===== src/rtl/sdram_port_arb_if.sv =====
// Controller-side bus of the SDRAM port arbiter.
// master: the arbiter (drives address, write data and strobes; sees read data and ready).
// slave:  the SDRAM controller (drives read data and ready).
// Ports: mem_addr[24:0], mem_din[7:0], mem_we, mem_rd, mem_dout[7:0], mem_ready.
interface sdram_port_arb_if;
  logic [24:0] mem_addr;
  logic [7:0]  mem_din;
  logic        mem_we;
  logic        mem_rd;
  logic [7:0]  mem_dout;
  logic        mem_ready;

  modport master (
    output mem_addr, mem_din, mem_we, mem_rd,
    input  mem_dout, mem_ready
  );

  modport slave (
    input  mem_addr, mem_din, mem_we, mem_rd,
    output mem_dout, mem_ready
  );
endinterface


===== src/rtl/sdram_port_arb.sv =====
// Purpose: arbitrates port A byte writes and port B 16-bit reads (two byte reads) onto one
//   edge-triggered 8-bit SDRAM controller port; alternates A/B under contention, A first.
// Latency: strobe rises two cycles after an IDLE grant; ack one cycle after ready completes.
// Backpressure: requests wait in IDLE until mem_ready is high; each WAIT aborts after
//   TIMEOUT_CYCLES cycles, still acking (B returns 16'hFFFF) and setting sticky timeout_err.
// Ports: clk, reset (sync, active high); a_req/a_addr/a_din/a_ack (write port);
//   b_req/b_addr/b_dout/b_ack (word read port); timeout_err; mem (controller bus, master).
module sdram_port_arb #(
  parameter int TIMEOUT_CYCLES = 255
) (
  input  logic                  clk,
  input  logic                  reset,
  input  logic                  a_req,
  input  logic [24:0]           a_addr,
  input  logic [7:0]            a_din,
  output logic                  a_ack,
  input  logic                  b_req,
  input  logic [23:0]           b_addr,
  output logic [15:0]           b_dout,
  output logic                  b_ack,
  output logic                  timeout_err,
  sdram_port_arb_if.master      mem
);

  localparam int CW = (TIMEOUT_CYCLES < 2) ? 1 : $clog2(TIMEOUT_CYCLES + 1);

  typedef enum logic [3:0] {
    IDLE, A_STB, A_WAIT, B_STB0, B_WAIT0, B_GAP, B_STB1, B_WAIT1, GAP
  } state_t;

  state_t        state;
  logic          last_b;   // 1: port B was served last, so A wins the next contention
  logic [CW-1:0] cnt;

  // The controller only reacts at the end of the strobe's first cycle, so ready seen
  // while cnt==0 still belongs to the previous access and is ignored.
  logic done;
  logic tmo;
  assign done = mem.mem_ready && (cnt != '0);
  assign tmo  = (cnt == CW'(TIMEOUT_CYCLES));

  always_ff @(posedge clk) begin
    if (reset) begin
      state        <= IDLE;
      last_b       <= 1'b1;
      cnt          <= '0;
      a_ack        <= 1'b0;
      b_ack        <= 1'b0;
      b_dout       <= '0;
      timeout_err  <= 1'b0;
      mem.mem_addr <= '0;
      mem.mem_din  <= '0;
      mem.mem_we   <= 1'b0;
      mem.mem_rd   <= 1'b0;
    end else begin
      a_ack <= 1'b0;
      b_ack <= 1'b0;
      case (state)
        IDLE: begin
          if (mem.mem_ready) begin
            if (a_req && (!b_req || last_b)) state <= A_STB;
            else if (b_req)                  state <= B_STB0;
          end
        end
        A_STB: begin
          mem.mem_addr <= a_addr;
          mem.mem_din  <= a_din;
          mem.mem_we   <= 1'b1;
          cnt          <= '0;
          state        <= A_WAIT;
        end
        A_WAIT: begin
          cnt <= cnt + 1'b1;
          if (done || tmo) begin
            // An aborted write is still acked so the loader never stalls.
            mem.mem_we <= 1'b0;
            a_ack      <= 1'b1;
            last_b     <= 1'b0;
            state      <= GAP;
            if (!done) timeout_err <= 1'b1;
          end
        end
        B_STB0: begin
          mem.mem_addr <= {b_addr, 1'b0};
          mem.mem_rd   <= 1'b1;
          cnt          <= '0;
          state        <= B_WAIT0;
        end
        B_WAIT0: begin
          cnt <= cnt + 1'b1;
          if (done) begin
            b_dout[7:0] <= mem.mem_dout;
            mem.mem_rd  <= 1'b0;
            state       <= B_GAP;
          end else if (tmo) begin
            // Abort skips the odd byte and hands back an all-ones word.
            mem.mem_rd  <= 1'b0;
            b_dout      <= 16'hFFFF;
            b_ack       <= 1'b1;
            timeout_err <= 1'b1;
            last_b      <= 1'b1;
            state       <= GAP;
          end
        end
        B_GAP: state <= B_STB1;
        B_STB1: begin
          mem.mem_addr <= {b_addr, 1'b1};
          mem.mem_rd   <= 1'b1;
          cnt          <= '0;
          state        <= B_WAIT1;
        end
        B_WAIT1: begin
          cnt <= cnt + 1'b1;
          if (done) begin
            b_dout[15:8] <= mem.mem_dout;
            mem.mem_rd   <= 1'b0;
            b_ack        <= 1'b1;
            last_b       <= 1'b1;
            state        <= GAP;
          end else if (tmo) begin
            mem.mem_rd  <= 1'b0;
            b_dout      <= 16'hFFFF;
            b_ack       <= 1'b1;
            timeout_err <= 1'b1;
            last_b      <= 1'b1;
            state       <= GAP;
          end
        end
        GAP:     state <= IDLE;
        default: state <= IDLE;
      endcase
    end
  end

endmodule


===== src/flat_wrapper.sv =====
// flat-port wrapper written by rule: the top's interface ports become plain ports
module sdram_port_arb_flat 
#(
  parameter int TIMEOUT_CYCLES = 255
)
  (clk, reset, a_req, a_addr, a_din, a_ack, b_req, b_addr, b_dout, b_ack, timeout_err, mem_mem_addr, mem_mem_din, mem_mem_we, mem_mem_rd, mem_mem_dout, mem_mem_ready);
  sdram_port_arb_if mem_i ();
  input  logic clk;
  input  logic reset;
  input  logic a_req;
  input  logic [24:0] a_addr;
  input  logic [7:0] a_din;
  output logic a_ack;
  input  logic b_req;
  input  logic [23:0] b_addr;
  output logic [15:0] b_dout;
  output logic b_ack;
  output logic timeout_err;
  output wire logic [$bits(mem_i.mem_addr)-1:0] mem_mem_addr;
  output wire logic [$bits(mem_i.mem_din)-1:0] mem_mem_din;
  output wire logic [$bits(mem_i.mem_we)-1:0] mem_mem_we;
  output wire logic [$bits(mem_i.mem_rd)-1:0] mem_mem_rd;
  input wire logic [$bits(mem_i.mem_dout)-1:0] mem_mem_dout;
  input wire logic [$bits(mem_i.mem_ready)-1:0] mem_mem_ready;
  assign mem_mem_addr = mem_i.mem_addr;
  assign mem_mem_din = mem_i.mem_din;
  assign mem_mem_we = mem_i.mem_we;
  assign mem_mem_rd = mem_i.mem_rd;
  assign mem_i.mem_dout = mem_mem_dout;
  assign mem_i.mem_ready = mem_mem_ready;
  sdram_port_arb #(.TIMEOUT_CYCLES(TIMEOUT_CYCLES)) u_core (.clk(clk), .reset(reset), .a_req(a_req), .a_addr(a_addr), .a_din(a_din), .a_ack(a_ack), .b_req(b_req), .b_addr(b_addr), .b_dout(b_dout), .b_ack(b_ack), .timeout_err(timeout_err), .mem(mem_i));
endmodule

===== config.mk =====
export PLATFORM = sky130hd
export DESIGN_NAME = sdram_port_arb_flat
export DESIGN_NICKNAME = d
export VERILOG_FILES = /design/src/rtl/sdram_port_arb_if.sv /design/src/rtl/sdram_port_arb.sv /design/src/flat_wrapper.sv
export SDC_FILE = /design/constraint.sdc
export NUM_CORES = 1
export LEC_CHECK = 0
export ABC_AREA = 0
export BUFFER_PORTS_ARGS = -buffer_cell sky130_fd_sc_hd__buf_2
export CAP_MARGIN = 20
export CORE_MARGIN = 8
export CORE_UTILIZATION = 43
export DETAILED_ROUTE_END_ITERATION = 16
export GPL_TIMING_DRIVEN = 0
export PLACE_DENSITY = 0.73
export SYNTH_ARGS = -nofsm -noshare
export SYNTH_HDL_FRONTEND = slang
export SYNTH_SLANG_ARGS = --single-unit
export TNS_END_PERCENT = 20

===== constraint.sdc =====
create_clock -name clk -period 1.95 [get_ports clk]
set_clock_uncertainty 0.15 [all_clocks]
set_input_delay 0.195 -clock clk [delete_from_list [all_inputs] [get_ports clk]]
set_output_delay 0.195 -clock clk [all_outputs]
set_load 0.05 [all_outputs]

Word-level counts from Yosys, hierarchy flattened
Cells that the tools add are included.

$add $sub $neg: 1. Multipliers: 0. Div/mod/pow operators: 0. Magnitude comparators: 0. Equal/unequal tests: 17. Shifts and indexed selects: 0. Muxes and demuxes: 35. Bitwise logic cells: 1. Reduce and logical (&&, ||, !) cells: 26.

Operator list (number): 25-bit one-hot mux with 3 select lines (1); 8-bit 2-to-1 mux (4); 16-bit one-hot mux with 2 select lines (1); 4-bit one-hot mux with 8 select lines (1); 4-bit 2-to-1 mux (7); 4-bit by 3-bit == test with 1-bit output, second input constant (4); 16-bit 2-to-1 mux (1); 8-bit one-hot mux with 2 select lines (1); 1-bit 2-to-1 mux (14); 2-bit inequality test, second input constant (5); 2-bit nonzero test (5); 8-bit by 1-bit adder with 8-bit output, second input constant (1); 4-bit by 2-bit == test with 1-bit output, second input constant (2); 8-bit == test, second input constant (1); 1-bit one-hot mux with 2 select lines (4); 2-bit AND reduction (4); 8-bit nonzero test (1); 3-bit AND reduction (2); 3-bit nonzero test (2); 2-bit OR reduction (3); 3-bit OR reduction (2); 5-bit AND reduction (1); 4-bit by 1-bit == test with 1-bit output, second input constant (1); 4-bit logical NOT (1); 8 further kinds (11).

Register bits after elaboration: 67. Latch bits: 0. Bits in writable memories: 0. Bits in read-only memories: 0. Input bits: 70. Output and inout bits: 54. Word-level logic and storage cells: 92. Memories kept: 0.

Depth between registers and ports, before layout
Gate-level depths: netlist (run 1).

Word-level depth: 6. Gate-level depth with buffers: 7. Gate-level depth less buffers: 6.

Worst setup path before layout (run 1)
Ideal clock, no wire load.

Path type: reg-to-reg. Start point: register u_core.cnt[0]. End point: register u_core.last_b. Setup time: 120 ps. Arrival: 1715 ps. Data required time: 1680 ps. Path slack: -35 ps. Cell stages (with the launch flop): 7. Buffers on the path: 0. Period minus slack after synthesis: 1985 ps. Cell sequence: dfxtp_1 > inv_1 > ha_1 > or4b_4 > o211ai_4 > a21oi_4 > a211o_1.

Longest elaborated chain between the ends: 5. Elaborated cells on any way between the ends: 11. Classes of those cells: 3 x eq/ne; 4 x mux; 4 x reduce/logical.

Ends and longest elaborated chain: from (decl) (line sdram_port_arb.sv:33) `logic [CW-1:0] cnt;`; from (signal assigned) (line sdram_port_arb.sv:73) `cnt <= cnt + 1'b1;`; from (signal assigned) (line sdram_port_arb.sv:90) `cnt <= cnt + 1'b1;`; from (signal assigned) (line sdram_port_arb.sv:113) `cnt <= cnt + 1'b1;`; parallel branches: the longest is 5 deep, another holds 8-bit == test; to (signal assigned) (line sdram_port_arb.sv:45) `last_b <= 1'b1;`; to (signal assigned) (line sdram_port_arb.sv:78) `last_b <= 1'b0;`; to (signal assigned) (line sdram_port_arb.sv:101) `last_b <= 1'b1;`; to (decl) (line sdram_port_arb.sv:32) `logic last_b;`.

Parallel ways; which one is timed is not known. The select of a mux whose other input is x is not followed. A chain may end at the register's enable or synchronous reset.

Worst setup path after layout (run 1)
Ends and elaborated chain as after synthesis.

==> summary.md, run 1 <==
| Metric | Value |
|---|---|
| # setup viols final | 6 |
| Post-Place Cells | 561 |
| Net Switching | around 0.0010 W |
| Die ar. | 10,100 µm² |
| Hold Crit Start | mem_mem_dout[1] |
| Layout area overhead | 40.4% |
| Combinational fraction of design power | 23.4% |
| Post-synthesis async set-or-reset flop share | 0% |
| Hold Path Sink | u_core.b_dout[1] |
| Chip Width | 101 µm |
| 1st-iter DRT viols | 118 |
| Largest family of logic cells by synthesized area | compound AO/OA/AOI/OAI gates |
| # Max-Cap Violations | 0 |
| Utilization after layout | 60.9% |
| Worst hold margin | 0.0101 ns |
| Main synth FF type | dfxtp_1 |
| Hold path depth | 2 |
| Top cell type's share of synthesized area | roughly 44% |
| RR Endpoint | u_core.last_b |
| Slew Limit Headroom | around three fifths |
| Synth unique cells | between 40 and 50 |
| Fill cells | 633 |
| Largest net degree at the start of global routing | 11 |
| Post-Synthesis Cells | 339 |
| Failing checks | setup timing |
| GR Util All Layers | 18.8% |
| Internal | 0.00222 W |
| Worst setup margin | -0.0241 ns |
| CTS Buf Count | 9 |
| CTS tree | yes |
| Ant. Diodes | 0 |
| Synth Cell Area | approximately 3100 µm² |
| Ranking of synthesized cells by area | dfxtp_1 44%, mux2i_1 8.1%, a211oi_1 6.6% |
| Hold/Removal Path Class | input port to flip-flop |
| Residual DRC | 0 |
| Synth Area in Compound Gates | 24.7% |
| Wire length per cell | 16.3 µm |
| Post-Place Worst Slack | -0.192 ns |
| FP Rows | 31 |
| CP endpoint kind | flip-flop |
| Max FO, Critical Path | 4 |
| Fin. Hold Viols | 0 |
| Synth Area in XOR/XNOR | 0.284% |
| DRT antenna net count | 0 |
| Vias | approximately 3,200 |
| Status | finished with violations |
| Required time of the critical path | 2.03 ns |
| Synth Area in Adders | less than 1% |
| Clock root cell | clkbuf_8 |
| Clock Power Share | a little under a third |
| Setup CP Type | flip-flop to flip-flop |
| EDFF count, synth | 0 |
| Via density | 5.35 |
| Post-route insts no fill | between 500 and 600 |
| Register area share after synthesis | ~44% |
| Initial antenna violation count | 0 |
| Mapped Nets | a little over 400 |
| # IOs | 124 |
| Drt pass-1 iters | 4 |
| CTS max path bufs | 2 |
| Peak supply drop | 306 µV |
| Seq pwr share | 45.4% |
| Core Area | 7100 µm² |
| Nature of the critical path startpoint | flip-flop |
| Buffers on Ports | 123 |
| Fin Setup TNS | -0.0927 ns |
| CTS clk-pin slew, worst paths | 0.07 ns |
| Yosys reg bits | 67 |
| Initial core utilization | approximately 43% |
| First-pass GRT wire length | 15,400 µm |
| FF-to-FF setup slack | -0.02 ns |
| Grt ovf | 0 |
| Peak Freq | around 510 MHz |
| Post-synthesis mux area share | around 8.1% |
| Final Wtd Congestion | 0.865 |
| Cell taking the most area after synthesis | dfxtp_1 |
| Final min period | 1.97 ns |
| Number of global-route vias before repair | between 3,000 and 4,000 |
| Simple-Gate Fraction of Synth Area | 18.0% |
| Tcrit/Tclk final | 101% |
| Reg2Reg Depth | 5 |
| Final nets | around 570 |
| CTS H-tree lvls | 3 |
| Die height | 101 µm |
| Share of cells above drive strength 1 | 40.6% |
| Pins over their slew limit | 0 |
| RSZ-0062 raised after global routing | yes |
| Slew @ Worst Pin | between 0.5 and 0.6 ns |
| Final WL | 9710 µm |
| Post-DP HPWL | about 7000 µm |
| Switching share of power | 31.6% |
| Syn_area_per_cell | 9.09 µm² |
| Crit path DAT | 2.05 ns |
| P_leak | 1.97 nW |
| Synth warn | 0 |
| Cell Pwr Density | 752 nW/µm² |
| RR Startpoint | u_core.cnt[0] |
| Clk sink count | 67 |
| Clk Latency, worst-skew pair | 0.33 ns |
[power by group through the flow]
stage	registers [W]	clock network, W	logic, W
finish	0.00148	0.00101	0.000762
global route	0.00149	0.00109	0.000820
CTS	0.00147	0.00103	0.000724
detailed placement	0.00151	0	0.000693
global placement	0.00150	0	0.000682
floorplan	0.00171	0	0.000269
[critical path, cell delays in order (launching register included)]
cell and delay [ns]:
dfxtp_2 0.37, ha_2 0.22, nand4_1 0.19, or2_2 0.40, a21o_1 0.25, a211o_1 0.30
[synthesized netlist by cell type (2+ instances only)]
cell type,n
nand4_1,3
ha_1,2
o21a_1,3
a211o_1,4
nand3b_1,2
o211ai_1,6
inv_1,8
or3_1,6
o221a_2,16
clkbuf_1,15
nand2_1,22
nor3_1,5
nand2b_1,5
a21o_1,4
mux2i_1,25
nor2_1,48
nand3_1,9
buf_2,7
a211oi_1,27
buf_4,2
nor3b_1,2
o311ai_0,2
o21ai_0,7
or2_2,2
a221oi_1,2
or4_1,2
nor2b_1,6
a21oi_1,13
dfxtp_1,67
[layout by cell type (no fill, tap or decap), types with 4 or more instances in the layout]
cell type      instances
buf_4                  7
a21o_1                 4
mux2i_1               24
inv_1                  7
clkbuf_8              11
clkbuf_4               4
dlygate4sd3_1         12
a21oi_1               12
a211oi_1              26
o221a_2               16
a211o_1                4
buf_2                125
o211ai_1               6
nand3_1                8
clkbuf_2               5
clkbuf_1              13
or3_1                  5
nand2_1               21
nor2_1                48
o21ai_0                6
nor3_1                 4
dfxtp_1               64
nor2b_1                6
nand2b_1               4
[flip-flops by register name, summed over array words and instances, names as in the netlist, 4 cells and up]
signal / flops
u_core.b_dout: 16
u_core.mem.mem_addr: 25
u_core.state: 4
u_core.mem.mem_din: 8
u_core.cnt: 8
[timing repair]
| action | in CTS | in global routing |
|---|---|---|
| hold endpoints to repair | 14 | 0 |
| setup buffers | 4 | 3 |
| pin swaps | 13 | 3 |
| gates cloned | 1 | 0 |
| hold buffers | 12 | 0 |
| gates resized for setup | 11 | 34 |
| endpoints found under the setup margin | 43 | 56 |
[layout make-up]
cell class | count | area [µm²] | area share [%]
timing repair buffer | 142 | 792 | 18.3
tap | 99 | 124 | 2.86
multi-input combinational | 240 | 1730 | 39.9
sequential | 67 | 1350 | 31.1
buffer | 25 | 136 | 3.15
clock buffer | 14 | 163 | 3.76
clock inverter | 2 | 10.0 | 0.231
inverter | 8 | 30.0 | 0.694
[cell families after synthesis]
group / count (synthesis)
multiplexers: 25
buffers and inverters: 33
AND/OR/NAND/NOR: 116
flip-flops: 67
adder cells (fa/ha/maj): 2
XOR/XNOR: 1
AO/OA/AOI/OAI: 95
[how the worst max path moves through the flow]
stage / from / to / slack, ns / cells past startpoint
after CTS: u_core.cnt[0] / u_core.b_dout[10] / -0.03 / 6
after detailed placement: u_core.cnt[0] / u_core.last_b / -0.19 / 6
after global routing: u_core.cnt[0] / u_core.last_b / -0.11 / 5
after global placement: u_core.state[3] / u_core.b_dout[2] / -0.19 / 5
after floorplan: u_core.cnt[0] / u_core.last_b / 0.0005 / 6
final: u_core.cnt[0] / u_core.last_b / -0.02 / 5
[per-stage QoR]
| step | cell area, µm² | total power, W |
|---|---|---|
| final | 4330 | 0.00325 |
| after global routing | 4330 | 0.00339 |
| after CTS | 4190 | 0.00323 |
| after detailed placement | 3820 | 0.00220 |
| after global placement | 3820 | 0.00218 |
| after floorplan | 3080 | 0.00198 |
[per-layer routing]
layer	up-vias	wire length (µm)	global-route usage [%]
li1	1564	-	-
met1	1516	3790	20.6
met2	90	5230	34.4
met3	22	434	3.38
met4	0	253	8.26
met5	-	0	0
Power figures use the tool's default switching activity.
==> inputs of run 2 (changes only) <==
--- a/config.mk
+++ b/config.mk
@@ -5,14 +5,15 @@
 export SDC_FILE = /design/constraint.sdc
 export NUM_CORES = 1
 export LEC_CHECK = 0
-export ABC_AREA = 0
+export ABC_AREA = 1
 export BUFFER_PORTS_ARGS = -buffer_cell sky130_fd_sc_hd__buf_2
 export CAP_MARGIN = 20
 export CORE_MARGIN = 8
 export CORE_UTILIZATION = 43
+export CTS_CLUSTER_SIZE = 24
 export DETAILED_ROUTE_END_ITERATION = 16
 export GPL_TIMING_DRIVEN = 0
-export PLACE_DENSITY = 0.73
+export PLACE_DENSITY = 0.74
 export SYNTH_ARGS = -nofsm -noshare
 export SYNTH_HDL_FRONTEND = slang
 export SYNTH_SLANG_ARGS = --single-unit
==> run 2 against run 1 <==
Compared with the run above:
- the run now ends clean
- first-iteration DRC count increased by 31%
- maximum frequency increased by 11%
- clock power about the same
- utilization about the same
- final area decreased by 4.2%
- worst hold slack got worse by 0.0055 ns
- die area decreased by 2.1%
- sequential power increased by 28%
- combinational power increased to 3.5 times the previous value
- non-clock buffer count decreased by 6
==> summary.md, run 2 <==
| Metric | Value |
|---|---|
| Mapped Nets | 496 |
| Final nets | 648 |
| CP endpoint kind | flip-flop |
| Top cell type's share of synthesized area | 44.6% |
| Post-route cell area | 4140 µm² |
| Final min period | 1.77 ns |
| Grt ovf | 0 |
| Die height | approximately 100 µm |
| Residual DRC | 0 |
| CTS H-tree lvls | 3 |
| Pins over their slew limit | 0 |
| Synth Cell Area | 3010 µm² |
| Placed Area | between 3000 and 4000 µm² |
| Tcrit/Tclk final | 90.9% |
| Cell taking the most area after synthesis | dfxtp_1 |
| Syn_area_per_cell | 7.09 µm² |
| P_leak | 2.04 nW |
| Post-synthesis mux area share | 0% |
| Vias | 3,331 |
| Crit path DAT | 1.86 ns |
| Area occupied by multi-input gates | around 1500 µm² |
| FF-to-FF setup slack | 0.18 ns |
| Peak supply drop | 927 µV |
| Post-Place Worst Slack | about 0.022 ns |
| Ant. Diodes | 0 |
| Post-route insts no fill | approximately 680 |
| Status | finished, final reports clean |
| Post-Place Cells | between 600 and 700 |
| Synth Area in Adders | 0.833% |
| RSZ-0062 raised after global routing | yes |
| CTS clk-pin slew, worst paths | 0.08 ns |
| Register area share after synthesis | between 40% and 50% |
| Number of global-route vias before repair | between 3,000 and 4,000 |
| Initial antenna violation count | 0 |
| CTS max path bufs | 2 |
| Core Area | 6790 µm² |
| Post-synth top cells | 67 x dfxtp_1, 67 x nand2_1, 65 x o21ai_0 |
| Synth Area in Compound Gates | 19.3% |
| # Max-Cap Violations | 0 |
| Peak Freq | 564 MHz |
| Simple-Gate Fraction of Synth Area | between 20% and 30% |
| Overall Power | 0.00562 W |
| Commonest cells after routing, fill and taps aside | 129 x buf_2, 65 x dfxtp_1, 64 x nand2_1 |
| Cell Pwr Density | ~1400 nW/µm² |
| Nature of the critical path startpoint | flip-flop |
| Die ar. | ~9900 µm² |
| Largest register FFs | 25 |
| Buffers on Ports | 122 |
| # setup viols final | 0 |
| Wire length per cell | 14.0 µm |
| Synth warn | 0 |
| Drt pass-1 iters | 6 |
| Slew Limit Headroom | 63.7% |
| 1st-iter DRT viols | 155 |
| Post-CTS Setup Bufs | 0 |
| Fin. Hold Viols | 0 |
| Top Registers | u_core.mem.mem_addr: 25 flops, u_core.b_dout: 16 flops |
| Register cell area after layout | 1340 µm² |
| Largest net degree at the start of global routing | 13 |
| Synth Area in XOR/XNOR | 0.583% |
| Yosys reg bits | 67 |
| Required time of the critical path | 2.03 ns |
| Fill cells | about 640 |
| Commonest non-fill, non-tap cell in the layout | buf_2 |
| Layout area overhead | 37.8% |
| Max FO, Critical Path | 10 |
| Final Wtd Congestion | ~0.86 |
| Worst setup margin | 0.177 ns |
| Via density | 4.92 |
| CTS Buf Count | 9 |
| First-pass GRT wire length | 15,700 µm |
| Chip Width | 99.6 µm |
| # IOs | roughly 120 |
| Seq pwr share | 33.6% |
| Internal | 0.00288 W |
| Setup CP Type | flip-flop to flip-flop |
| Post-DP HPWL | 7010 µm |
| Largest family of logic cells by synthesized area | simple AND/OR/NAND/NOR gates |
| Clk Latency, worst-skew pair | 0.34 ns |
| Combinational fraction of design power | 47.8% |
| Utilization after layout | 61.0% |
| Synth unique cells | 27 |
| Biggest register | u_core.mem.mem_addr |
| FP Rows | 30 |
| Clk sink count | 67 |
| Net Switching | 0.00274 W |
| Final WL | 9450 µm |
| Slew @ Worst Pin | 0.545 ns |
| Initial core utilization | 44.2% |
| Hold/Removal Path Class | input port to flip-flop |
| Share of cells above drive strength 1 | 31.0% |
| Switching share of power | 48.8% |
| Ranking of synthesized cells by area | dfxtp_1 45%, o21ai_0 11%, nand2_1 8.4% |
| DRT antenna net count | 0 |
| CTS tree | yes |
| Clock Power Share | 18.6% |
| Clock root cell | clkbuf_8 |
| EDFF count, synth | 0 |
| Post-synthesis async set-or-reset flop share | 0% |
| GR Util All Layers | 19.3% |
| Post-Synthesis Cells | 424 |
| Main synth FF type | dfxtp_1 |
-- run 2: changes by cell type after synthesis, moves of 11 or more --
cell | previous run | this run
inv_1 | 8 | 30
a21oi_1 | 13 | 44
o21ai_0 | 7 | 65
a211oi_1 | 27 | 1
or2_1 | 0 | 11
nor2_1 | 48 | 63
nand2_1 | 22 | 67
mux2i_1 | 25 | 0
o221a_2 | 16 | 0
-- run 2: power groups by stage --
stage | clock network, W | registers (W) | logic (W)
after floorplan | 0 | 0.00288 | 0.000952
after CTS | 0.00105 | 0.00188 | 0.00266
after detailed placement | 0 | 0.00190 | 0.00263
after global placement | 0 | 0.00189 | 0.00259
final | 0.00104 | 0.00189 | 0.00269
after global routing | 0.00113 | 0.00193 | 0.00290
-- run 2: cell families (layout without fill, tap and decap cells) --
logic type | count (synthesis) | in the layout
buffers and inverters | 55 | 212
xor gates and xnor gates | 2 | 2
AOI/OAI and AO/OA | 115 | 115
and+or+nand+nor | 183 | 183
DFF | 67 | 67
adders and majority gates | 2 | 2
-- run 2: final timing paths --
kind / depth (start not counted) / to / from
setup / recovery: 12 / u_core.last_b / u_core.cnt[0]
hold reg to reg: 2 / u_core.timeout_err / u_core.timeout_err
hold / removal: 3 / u_core.mem.mem_addr[12] / a_addr[12]
setup reg to reg: 12 / u_core.last_b / u_core.cnt[0]
-- run 2: cell type report --
cell class	count	share of cell area, %
plain buffers	20	2.63
clock buffers	10	3.32
clock inverters	6	0.997
inverters	35	3.17
multi-input cells	302	35.2
flip-flops and latches	67	32.4
well taps	96	2.90
repair buffers	141	19.3
-- run 2: stage by stage --
stage / TNS [ns] / hold WS, ns
2_1_floorplan: 0 / 0.180
3_3_place_gp: 0 / 0.267
3_5_place_dp: 0 / 0.278
4_1_cts: 0 / 0.00165
5_1_grt: -0.00676 / 0.00935
6_report: 0 / 0.00465
-- run 2: worst max-delay path, cell delays in order, from the launching register on --
cell and delay [ns]:
dfxtp_2 0.34, inv_1 0.07, ha_1 0.14, nand2_1 0.05
nor2_1 0.12, nand2_2 0.10, nand2_4 0.11, nand2_2 0.08
nand3_1 0.12, buf_6 0.16, nand2_1 0.06, nor2_1 0.10
nand2_1 0.05
-- run 2: timing repair --
item                                    in CTS  in global routing
endpoints found under the setup margin       1                 38
endpoints found under the hold margin       20                  1
pin swaps                                    0                  1
resized for setup                            1                 14
hold buffers                                18                  1
-- run 2: per-layer routing --
metal	global-route usage, %	up-vias	part of all wire (%)
met2	32.9	127	49
li1	-	1672	-
met3	5.03	9	6.8
met4	7.33	0	1.3
met1	22.7	1523	43
met5	0	-	0
==> inputs of run 3 (changes only) <==
--- a/config.mk
+++ b/config.mk
@@ -12,7 +12,6 @@
 export CORE_UTILIZATION = 43
 export CTS_CLUSTER_SIZE = 24
 export DETAILED_ROUTE_END_ITERATION = 16
-export GPL_TIMING_DRIVEN = 0
 export PLACE_DENSITY = 0.74
 export SYNTH_ARGS = -nofsm -noshare
 export SYNTH_HDL_FRONTEND = slang
==> run 3 against run 2 <==
Compared with the run above:
- sequential power barely moved
- register-to-register slack got worse by 0.03 ns
- worst hold slack improved by 0.00062 ns
- maximum frequency fell by 1.5%
- critical path depth fell by 4
- clock power rose by 8%
- global-route usage fell by 1.5 points
- first-iteration DRC count rose by 11%
- via count fell by 3.8%
- critical path type unchanged
- highest routed layer unchanged
==> summary.md, run 3 (synthesis gave the netlist of run 2 again) <==
| Metric | Value |
|---|---|
| Status | finished, final reports clean |
| # setup viols final | 0 |
| Grt ovf | 0 |
| Largest net degree at the start of global routing | 31 |
| Peak supply drop | 853 µV |
| Core Area | between 6000 and 7000 µm² |
| Initial antenna violation count | 0 |
| Max FO, Critical Path | 24 |
| FP Rows | 30 |
| Largest register FFs | 25 |
| 1st-iter DRT viols | 172 |
| Initial core utilization | 44.2% |
| Clk Latency, worst-skew pair | 0.33 ns |
| Top Registers | u_core.mem.mem_addr: 25 flops, u_core.b_dout: 16 flops |
| # Max-Cap Violations | 0 |
| CTS clk-pin slew, worst paths | approximately 0.070 ns |
| Tcrit/Tclk final | ~90% |
| CP Buf/Inv Count | 1 |
| CTS tree | yes |
| Critical-path top delay cell | dfxtp_1 |
| Via density | 4.80 |
| Stages on the worst setup path | 8 |
| Nature of the critical path startpoint | flip-flop |
| GR Util All Layers | between 15 and 20% |
| Slew @ Worst Pin | 0.458 ns |
| CTS H-tree lvls | 3 |
| Vias | 3,203 |
| Wire length per cell | 13.3 µm |
| RSZ-0062 raised after global routing | no |
| Pins over their slew limit | 0 |
| Most frequent CP cell | nor2_2 |
| Number of global-route vias before repair | 3,262 |
| Drt pass-1 iters | 4 |
| Ant. Diodes | 0 |
| Hold/Removal Path Class | input port to flip-flop |
| Reg2Reg Depth | 8 |
| Clk sink count | 67 |
| Buffers on Ports | 123 |
| Combinational fraction of design power | 46.4% |
| Slew Limit Headroom | between 60% and 70% |
| Commonest cells after routing, fill and taps aside | 123 x buf_2, 67 x dfxtp_1, 64 x nand2_1, 64 x o21ai_0, 63 x nor2_1 |
| Clock root cell | clkbuf_8 |
| Internal | approximately 0.0030 W |
| Final min period | ~1.8 ns |
| Worst-path cell chain | nor2_2 -> nand2_1 -> nor2_2 -> nor2_4 -> nand2_2 -> buf_4 -> o21ai_0 -> a21oi_1 |
| Residual DRC | 0 |
| Post-route cell area | 4120 µm² |
| Commonest non-fill, non-tap cell in the layout | buf_2 |
| CTS max path bufs | 2 |
| Placed Area | 3690 µm² |
| Share of cells above drive strength 1 | 30.3% |
| CTS Buf Count | 9 |
| Seq pwr share | 33.5% |
| Chip Width | around 100 µm |
| Final WL | 8890 µm |
| Die ar. | between 9000 and 10,000 µm² |
| # IOs | around 120 |
| Layout area overhead | 36.9% |
| Fill cells | 618 |
| Die height | 99.6 µm |
| Fin. Hold Viols | 0 |
| Post-route insts no fill | 667 |
| Crit path DAT | ~1.9 ns |
| Peak Freq | about 560 MHz |
| Switching share of power | around 47% |
| Hold path depth | 3 |
| CP endpoint kind | flip-flop |
| DRT antenna net count | 0 |
| Cell Pwr Density | between 1000 and 1500 nW/µm² |
| Net Switching | 0.00264 W |
| Final Wtd Congestion | 0.943 |
| Clock Power Share | 20.1% |
| Final nets | 639 |
| Post-DP HPWL | 6440 µm |
| Setup CP Type | flip-flop to flip-flop |
| First-pass GRT wire length | 14,400 µm |
| Required time of the critical path | 2.05 ns |
| CP delay by family, top | simple AND/OR/NAND/NOR gates |
| Max incr delay on CP | 0.33 ns |
| Biggest register | u_core.mem.mem_addr |
| Post-Place Cells | 630 |
| P_leak | ~2.0 nW |
-- run 3: metrics by stage --
stage	hold slack (ns)	utilization, %	setup slack, ns	setup TNS (ns)	total power (W)
finish	0.00528	60.6	0.150	0	0.00559
global placement	0.267	54.3	0.0733	0	0.00439
global route	0.0145	60.6	0.00712	0	0.00590
floorplan	0.180	-	0.312	0	0.00384
CTS	0.000223	60.1	0.00679	0	0.00560
detailed placement	0.279	54.3	-0.00458	-0.00458	0.00443
-- run 3: tightest hold or removal path, delay by kind of cell --
family                 cells  cell delay, ns
AO/OA/AOI/OAI              2            0.18
buffers and inverters      1            0.07
-- run 3: path summary, 6_finish.rpt --
path | start | endpoint | slack (ns)
max | u_core.state[3] | u_core.mem.mem_addr[7] | 0.15
min | a_addr[9] | u_core.mem.mem_addr[9] | 0.005
max reg2reg | u_core.state[3] | u_core.mem.mem_addr[7] | 0.15
min reg2reg | u_core.timeout_err | u_core.timeout_err | 0.31
-- run 3: metal layers --
| metal | up-vias | global-route usage (%) | wire length (µm) |
|---|---|---|---|
| met3 | 19 | 4.54 | 494 |
| li1 | 1651 | - | - |
| met4 | 0 | 9.20 | 201 |
| met1 | 1437 | 20.2 | 3890 |
| met2 | 96 | 30.1 | 4310 |
| met5 | - | 0 | 0 |
-- run 3: layout make-up --
cell class / count / area (µm²) / area share, %
clock buffer: 10 / 138 / 3.34
tap: 96 / 120 / 2.92
timing repair buffer: 151 / 876 / 21.3
multi-input combinational: 303 / 1450 / 35.3
clock inverter: 5 / 53.8 / 1.31
inverter: 35 / 134 / 3.25
sequential: 67 / 1340 / 32.6
-- run 3: power by group through the flow --
stage / clock network, W / registers [W] / logic, W
finish: 0.00112 / 0.00187 / 0.00259
global route: 0.00119 / 0.00191 / 0.00279
CTS: 0.00115 / 0.00187 / 0.00258
detailed placement: 0 / 0.00189 / 0.00254
global placement: 0 / 0.00189 / 0.00250
floorplan: 0 / 0.00288 / 0.000952
-- run 3: repair_timing --
item,in CTS,in global routing
cloned,0,1
hold buffers,20,0
hold endpoints to repair,22,0
setup endpoints to repair,1,53
setup buffers,0,1
pin swaps,1,1
resized for setup,0,8
